==> src/rtl/l2cache_req_arbiter.sv <==
`default_nettype none
// ============================================================================
// Module   : l2cache_req_arbiter
// Purpose  : Shares the single L2 request slot between icache, dcache and
//            pipeline cache-ops; holds the winner stable until the core accepts.
// Revision : 1.0
// ============================================================================
module l2cache_req_arbiter #(
  parameter int ADDR_WIDTH   = 32,
  parameter int DATA_WIDTH   = 32,
  parameter int STARVE_LIMIT = 4
) (
  input  logic                    clk,
  input  logic                    rstn,
  input  logic                    icache_l2cache_req,
  input  logic [ADDR_WIDTH-1:0]   icache_l2cache_addr,
  output logic                    l2cache_icache_addrOK,
  input  logic                    dcache_l2cache_req,
  input  logic                    dcache_l2cache_wr,
  input  logic [ADDR_WIDTH-1:0]   dcache_l2cache_addr,
  input  logic [DATA_WIDTH-1:0]   dcache_l2cache_wdata,
  input  logic [DATA_WIDTH/8-1:0] dcache_l2cache_wstrb,
  input  logic                    dcache_l2cache_SUC,
  output logic                    l2cache_dcache_addrOK,
  input  logic                    pipeline_l2cache_opflag,
  input  logic [31:0]             pipeline_l2cache_opcode,
  input  logic [ADDR_WIDTH-1:0]   pipeline_l2cache_opaddr,
  output logic                    l2cache_pipeline_ack_op,
  output logic [1:0]              arb_from,
  output logic                    arb_opflag,
  output logic [ADDR_WIDTH-1:0]   arb_addr,
  output logic [DATA_WIDTH-1:0]   arb_wdata,
  output logic [DATA_WIDTH/8-1:0] arb_wstrb,
  output logic                    arb_SUC,
  output logic [31:0]             arb_opcode,
  input  logic                    core_icache_addrOK,
  input  logic                    core_dcache_addrOK,
  input  logic                    core_ack_op
);

  typedef enum logic [1:0] {
    S_IDLE    = 2'd0,
    S_HOLD_I  = 2'd1,
    S_HOLD_D  = 2'd2,
    S_HOLD_OP = 2'd3
  } state_t;

  localparam logic [3:0] c_STARVE_LIMIT = 4'(STARVE_LIMIT);

  state_t                  r_state;
  state_t                  w_state_nxt;
  logic [3:0]              r_starve_cnt;
  logic [3:0]              w_starve_nxt;
  logic                    w_cap_op;
  logic                    w_cap_i;
  logic                    w_cap_d;

  logic [ADDR_WIDTH-1:0]   r_addr;
  logic [DATA_WIDTH-1:0]   r_wdata;
  logic [DATA_WIDTH/8-1:0] r_wstrb;
  logic                    r_suc;
  logic                    r_wr;
  logic [31:0]             r_opcode;

  always_comb begin
    w_state_nxt  = r_state;
    w_starve_nxt = r_starve_cnt;
    w_cap_op     = 1'b0;
    w_cap_i      = 1'b0;
    w_cap_d      = 1'b0;
    case (r_state)
      S_IDLE: begin
        if (pipeline_l2cache_opflag) begin
          w_cap_op    = 1'b1;
          w_state_nxt = S_HOLD_OP;
        end else if (icache_l2cache_req &&
                     (!dcache_l2cache_req || r_starve_cnt == c_STARVE_LIMIT)) begin
          w_cap_i      = 1'b1;
          w_state_nxt  = S_HOLD_I;
          w_starve_nxt = 4'd0;
        end else if (dcache_l2cache_req) begin
          w_cap_d     = 1'b1;
          w_state_nxt = S_HOLD_D;
          // Count only dcache wins that actually bypass a waiting icache fetch.
          if (!icache_l2cache_req)
            w_starve_nxt = 4'd0;
          else if (r_starve_cnt != c_STARVE_LIMIT)
            w_starve_nxt = r_starve_cnt + 4'd1;
        end else if (!icache_l2cache_req) begin
          w_starve_nxt = 4'd0;
        end
      end
      S_HOLD_I:  if (core_icache_addrOK) w_state_nxt = S_IDLE;
      S_HOLD_D:  if (core_dcache_addrOK) w_state_nxt = S_IDLE;
      S_HOLD_OP: if (core_ack_op)        w_state_nxt = S_IDLE;
      default:   w_state_nxt = S_IDLE;
    endcase
  end

  always_ff @(posedge clk) begin
    if (!rstn) begin
      r_state      <= S_IDLE;
      r_starve_cnt <= 4'd0;
      r_addr       <= '0;
      r_wdata      <= '0;
      r_wstrb      <= '0;
      r_suc        <= 1'b0;
      r_wr         <= 1'b0;
      r_opcode     <= '0;
    end else begin
      r_state      <= w_state_nxt;
      r_starve_cnt <= w_starve_nxt;
      if (w_cap_op) begin
        r_addr   <= pipeline_l2cache_opaddr;
        r_opcode <= pipeline_l2cache_opcode;
        r_wdata  <= '0;
        r_wstrb  <= '0;
        r_suc    <= 1'b0;
        r_wr     <= 1'b0;
      end else if (w_cap_i) begin
        r_addr   <= icache_l2cache_addr;
        r_opcode <= '0;
        r_wdata  <= '0;
        r_wstrb  <= '0;
        r_suc    <= 1'b0;
        r_wr     <= 1'b0;
      end else if (w_cap_d) begin
        r_addr   <= dcache_l2cache_addr;
        r_opcode <= '0;
        r_wdata  <= dcache_l2cache_wdata;
        r_wstrb  <= dcache_l2cache_wstrb;
        r_suc    <= dcache_l2cache_SUC;
        r_wr     <= dcache_l2cache_wr;
      end
    end
  end

  // Accepts are gated by the held state so a stray core pulse never leaks out.
  assign l2cache_icache_addrOK   = (r_state == S_HOLD_I)  && core_icache_addrOK;
  assign l2cache_dcache_addrOK   = (r_state == S_HOLD_D)  && core_dcache_addrOK;
  assign l2cache_pipeline_ack_op = (r_state == S_HOLD_OP) && core_ack_op;

  assign arb_from   = (r_state == S_HOLD_I) ? 2'b01 :
                      (r_state == S_HOLD_D) ? {1'b1, r_wr} : 2'b00;
  assign arb_opflag = (r_state == S_HOLD_OP);
  assign arb_addr   = r_addr;
  assign arb_wdata  = r_wdata;
  assign arb_wstrb  = r_wstrb;
  assign arb_SUC    = r_suc;
  assign arb_opcode = r_opcode;

endmodule
`default_nettype wire

==> config.mk <==
export PLATFORM = sky130hd
export DESIGN_NAME = l2cache_req_arbiter
export DESIGN_NICKNAME = d
export VERILOG_FILES = /design/src/rtl/l2cache_req_arbiter.sv
export SDC_FILE = /design/constraint.sdc
export NUM_CORES = 1
export LEC_CHECK = 0
export CAP_MARGIN = 20
export CORE_AREA = 2 2 109 111
export DETAILED_ROUTE_END_ITERATION = 8
export DIE_AREA = 0 0 111 113
export DONT_BUFFER_PORTS = 1
export GPL_ROUTABILITY_DRIVEN = 0
export SLEW_MARGIN = 20
export SYNTH_ARGS = -nofsm -noshare
export SYNTH_HDL_FRONTEND = slang
export SYNTH_SLANG_ARGS = --single-unit
==> constraint.sdc <==
create_clock -name clk -period 4.8 [get_ports clk]
set_clock_uncertainty 0.15 [all_clocks]
set_input_delay 0.24 -clock clk [delete_from_list [all_inputs] [get_ports clk]]
set_output_delay 0.24 -clock clk [all_outputs]
set_load 0.005 [all_outputs]
* Word-level counts from Yosys, hierarchy flattened
Cells that the tools add are included.
Widths: inputs -> output; s select.
** Storage, ports and cells
- Output and inout bits :: 107
- Bits of input ports :: 174
- Logic and storage cells :: 62
- Register bits :: 108
** Operators by class
- Add/subtract/negate cells :: 1
- Reduce and logical (&&, ||, !) cells :: 11
- Equality and inequality tests :: 11
- Bitwise operators :: 2
- Multiplexer cells :: 29
** Operator list (number)
- $mux 32 :: 6
- $mux 4 :: 5
- $mux 2 :: 8
- $mux 1 :: 9
- $pmux 2 s4 :: 1
- $reduce_and 4->1 :: 2
- $ne 3x1->1 const B :: 2
- $add 4x1->4 const B :: 1
- $eq 2x2->1 const B :: 2
- $eq 4x3->1 const B :: 1
- $logic_and 1x1->1 :: 4
- $ne 2x2->1 const B :: 2
- $ne 4x3->1 const B :: 1
- $ne 4x4->1 const B :: 1
- $reduce_bool 3->1 :: 1
- $reduce_or 3->1 :: 1
- $eq 2x1->1 const B :: 1
- $logic_not 2->1 :: 1
- $ne 2x1->1 const B :: 1
- $not 1->1 :: 2
- $logic_not 1->1 :: 1
- $logic_or 1x1->1 :: 1

* Logic depth before layout (Yosys ltp)
- Depth in word-level cells :: 9
- Gate-level depth with buffers :: 9
- Depth with buffers taken out :: 6

* Worst setup path after synthesis
No wires, ideal clock.
- Kind :: reg2reg
- Start :: register r_starve_cnt[0]
- End :: register r_addr[10], in the netlist arb_addr[10]
- Library setup time :: 70 ps
- Clock period less this slack :: 1947 ps
- Required time :: 4580 ps
- Arrival :: 1727 ps
- Slack :: 2853 ps
- Cell stages (with the launch flop) :: 10
- Path buffers :: 3
- Cell sequence :: dfxtp_1 > inv_1 > ha_1 > and4b_1 > buf_6 > or2_1 > buf_6 > buf_6 > a211o_1 > a21oi_1
** Between the ends
- Word-level cells in the longest chain between the ends :: 8
** Ends and longest elaborated chain
- from (decl) :: RTL line 52 : logic [3:0] r_starve_cnt;
- from (signal assigned) :: RTL line 112 : r_starve_cnt <= w_starve_nxt;
- $eq 4x3->1 (*) :: RTL line 77 : (!dcache_l2cache_req || r_starve_cnt == c_STARVE_LIMIT)) begin
- $logic_or 1x1->1 (*) :: RTL line 77
- $logic_and 1x1->1 (*) :: RTL line 76 : end else if (icache_l2cache_req &&
- $mux 1 :: RTL line 76
- $mux 1 :: RTL line 73 : if (pipeline_l2cache_opflag) begin
- $mux 1 :: RTL line 71 : case (r_state)
- $mux 32 :: RTL line 120 : end else if (w_cap_i) begin
- $mux 32 :: RTL line 113 : if (w_cap_op) begin
- to (signal assigned) :: RTL line 114 : r_addr <= pipeline_l2cache_opaddr;
- to (signal assigned) :: RTL line 121 : r_addr <= icache_l2cache_addr;
- to (signal assigned) :: RTL line 128 : r_addr <= dcache_l2cache_addr;
- to (decl) :: RTL line 58 : logic [ADDR_WIDTH-1:0] r_addr;
Mark *: on every way between the ends. The rest lies on a longest branch, timed or not.
A chain may end at the register's enable or synchronous reset.

* Final worst setup path
- Start :: register r_starve_cnt[0]
- End :: register r_addr[8], in the netlist arb_addr[8]
Same word-level chain as after synthesis.

==> results.json <==
{
  "synth-edff-count": 0,
  "finalMaxSlewViolations": 0,
  "drc_errors": 0,
  "ys.warnings.count": 0,
  "crit_type": "reg -> reg",
  "critical-path-top-delay-family": "buffers and inverters",
  "synth_most_common_cell": "dfxtp_1",
  "drt_first_pass_iters": 5,
  "cts-root-buf": "clkbuf_16",
  "synth_area_mm2": 0.00473,
  "grt_pass1_wl_mm": 23.7,
  "clk_pin_slew_ps": 70,
  "instances_no_fill": 805,
  "dpl_cell_area_mm2": 0.00470,
  "arrival_ps": 2890,
  "fin_nets": 834,
  "synth_area_leader_cell": "dfxtp_1",
  "h-tree-depth": 3,
  "synth_seq_cells": 108,
  "period_minus_slack_ps": 2760,
  "yosys.area.top_type_share_pct": 45.8,
  "rsz0062_at_grt": "no",
  "syn_area_per_cell_um2": 8.02,
  "wire_per_inst_um": 18.7,
  "path_cells": "inv_1 > ha_1 > and4b_1 > or2_1 > buf_4 > a211o_1 > a21oi_1 > dlygate4sd3_1",
  "cap_violations": 0,
  "p_total_mw": 2.12,
  "rows": 39,
  "ant_nets": 0,
  "critPathMaxStageDelay_ps": 560,
  "cp-start-kind": "flip-flop",
  "worstMarginPinSlew_ps": 702,
  "synth_area_leaders": "dfxtp_1 46%, a21oi_1 11%, nand2_1 6.4%, a211o_1 5.9%, a22oi_1 5.1%",
  "synth_cell_types": 33,
  "fmax_mhz": 363,
  "final_area_mm2": 0.00608,
  "holdCritPathClass": "in -> reg",
  "seq_area_frac_synth_pct": 45.8,
  "grt_util_all_layers_pct": 23.2,
  "critPathSlowestCell": "dlygate4sd3_1",
  "antenna_cells": 0,
  "grt-ovfl-total": 0,
  "fillCellCount": 996,
  "initialDrtViolationCount": 309,
  "cts_tree": "built",
  "vias_per_cell": 5.79,
  "grt_max_degree": 68,
  "cts_sinks": 108,
  "dp_worst_setup_slack_ps": 2580,
  "crit_fanout": 20,
  "dp_cells": 681,
  "relSlewSlack_pct": 53.2,
  "dp_hpwl_mm": 9.22,
  "cts_buffers": 9,
  "grt_pass1_vias": 4722,
  "core_area_mm2": 0.0113,
  "vdd_drop_max_v": 0.000181,
  "hold_violations": 0,
  "synth_nets": 765,
  "worstPathRequired_ps": 4940,
  "synthCells": 589,
  "syn_to_final_growth_pct": 28.8,
  "cts_buffer_depth": 2,
  "finalSetupViolCount": 0,
  "die_w_um": 111,
  "die-area_mm2": 0.0125,
  "vias": 4658,
  "antenna_found_initial": 0,
  "p_per_area_mw_per_mm2": 348,
  "fin_setup_tns_ps": 0,
  "p_leak_nw": 2.23,
  "crit_buf_inv": 3,
  "ys_top_cells_by_count": "108 x dfxtp_1, 105 x a21oi_1, 81 x nand2_1",
  "synthFlopType": "dfxtp_1",
  "worstSkewPairLatency_ps": 340,
  "cp-end-kind": "flip-flop",
  "boundaryPins": 281,
  "die_height_um": 113,
  "port_buffers": 0,
  "start_util_pct": 41.9,
  "status": "finished, final reports clean",
  "setup_ws_ps": 2040,
  "wl_mm": 15.1,
  "drive_gt1_share_pct": 4.68,
  "fin_crit_sh_pct": 57.4,
  "synthArstFlopShare_pct": 0
}
==> cell usage in the layout (no fill, tap or decap), types with 2 or more instances in the layout <==
cell / count
nand2_1: 81
dlygate4sd3_1: 107
nor2_1: 37
a21oi_1: 105
inv_1: 4
o21ai_0: 37
a21boi_0: 2
buf_4: 8
clkinv_2: 3
or2_1: 2
and2_1: 2
dfxtp_1: 108
ha_1: 2
nand3b_1: 2
nor3_1: 34
nor2b_1: 33
a211o_1: 32
clkbuf_16: 9
a22oi_1: 32
clkinvlp_4: 2
and4b_1: 2
==> power by group <==
group	switching (mW)	total (mW)	internal [mW]	leakage [nW]
clock	0.319	0.666	0.347	0.124
sequential	0.0691	1.04	0.973	0.884
combinational	0.231	0.408	0.177	1.22
total	0.619	2.12	1.50	2.23
==> cell families (layout without fill, tap and decap cells) <==
| family | count (synthesis) | after routing | synth area share (%) |
|---|---|---|---|
| muxes | 1 | 1 | 0.212 |
| AOI/OAI and AO/OA | 210 | 210 | 26.6 |
| buffers and inverters | 63 | 136 | 6.33 |
| DFF | 108 | 108 | 45.8 |
| and+or+nand+nor | 203 | 203 | 20.2 |
| adders and majority gates | 2 | 2 | 0.529 |
| xor gates and xnor gates | 2 | 2 | 0.371 |
==> worst register-to-register path: stages, from the launching register on <==
cell and delay [ps]:
dfxtp_1 400, inv_1 60, ha_1 200, and4b_1 200
or2_1 410, buf_4 310, a211o_1 290, a21oi_1 130
dlygate4sd3_1 560
==> routing by layer <==
metal  wire length (um)  global-route usage, %
met1               5610                   26.1
met2               7760                   42.0
met3               1370                   6.91
met4                334                   8.33
met5                  0                      0
==> metrics by stage <==
stage	util (%)	hold WS, ps
2_1_floorplan	-	226
3_3_place_gp	41.7	228
3_5_place_dp	41.7	234
4_1_cts	53.9	5.29
5_1_grt	54.0	26.9
6_report	54.0	6.02
==> final timing paths <==
| path | slack [ps] | endpoint | startpoint | cells after the start |
|---|---|---|---|---|
| max | 2040 | arb_addr[8] | r_starve_cnt[0] | 8 |
| min | 6 | r_starve_cnt[1] | pipeline_l2cache_opflag | 2 |
| max reg2reg | 2040 | arb_addr[8] | r_starve_cnt[0] | 8 |
| min reg2reg | 310 | r_wr | r_wr | 2 |
==> what timing repair did <==
item | 4_1_cts | 5_1_grt
resized for setup | 0 | 0
endpoints found under the hold margin | 108 | 0
hold buffers | 109 | 0
buffers inserted | 0 | 0
==> state kept, by name, indices dropped and copies added (netlist names) <==
name	cells
arb_wstrb	4
r_state	2
arb_addr	32
r_wr	1
arb_wdata	32
arb_SUC	1
r_starve_cnt	4
arb_opcode	32
==> cell type report <==
| cell class | instances | area (um^2) | area share (%) |
|---|---|---|---|
| clock inverter | 5 | 30.0 | 0.494 |
| multi-input combinational | 418 | 2290 | 37.7 |
| clock buffer | 10 | 229 | 3.76 |
| timing repair buffer | 117 | 1180 | 19.4 |
| tap | 143 | 179 | 2.94 |
| inverter | 4 | 15.0 | 0.247 |
| sequential | 108 | 2160 | 35.5 |
Note: power is estimated with default switching activity, not from simulation.
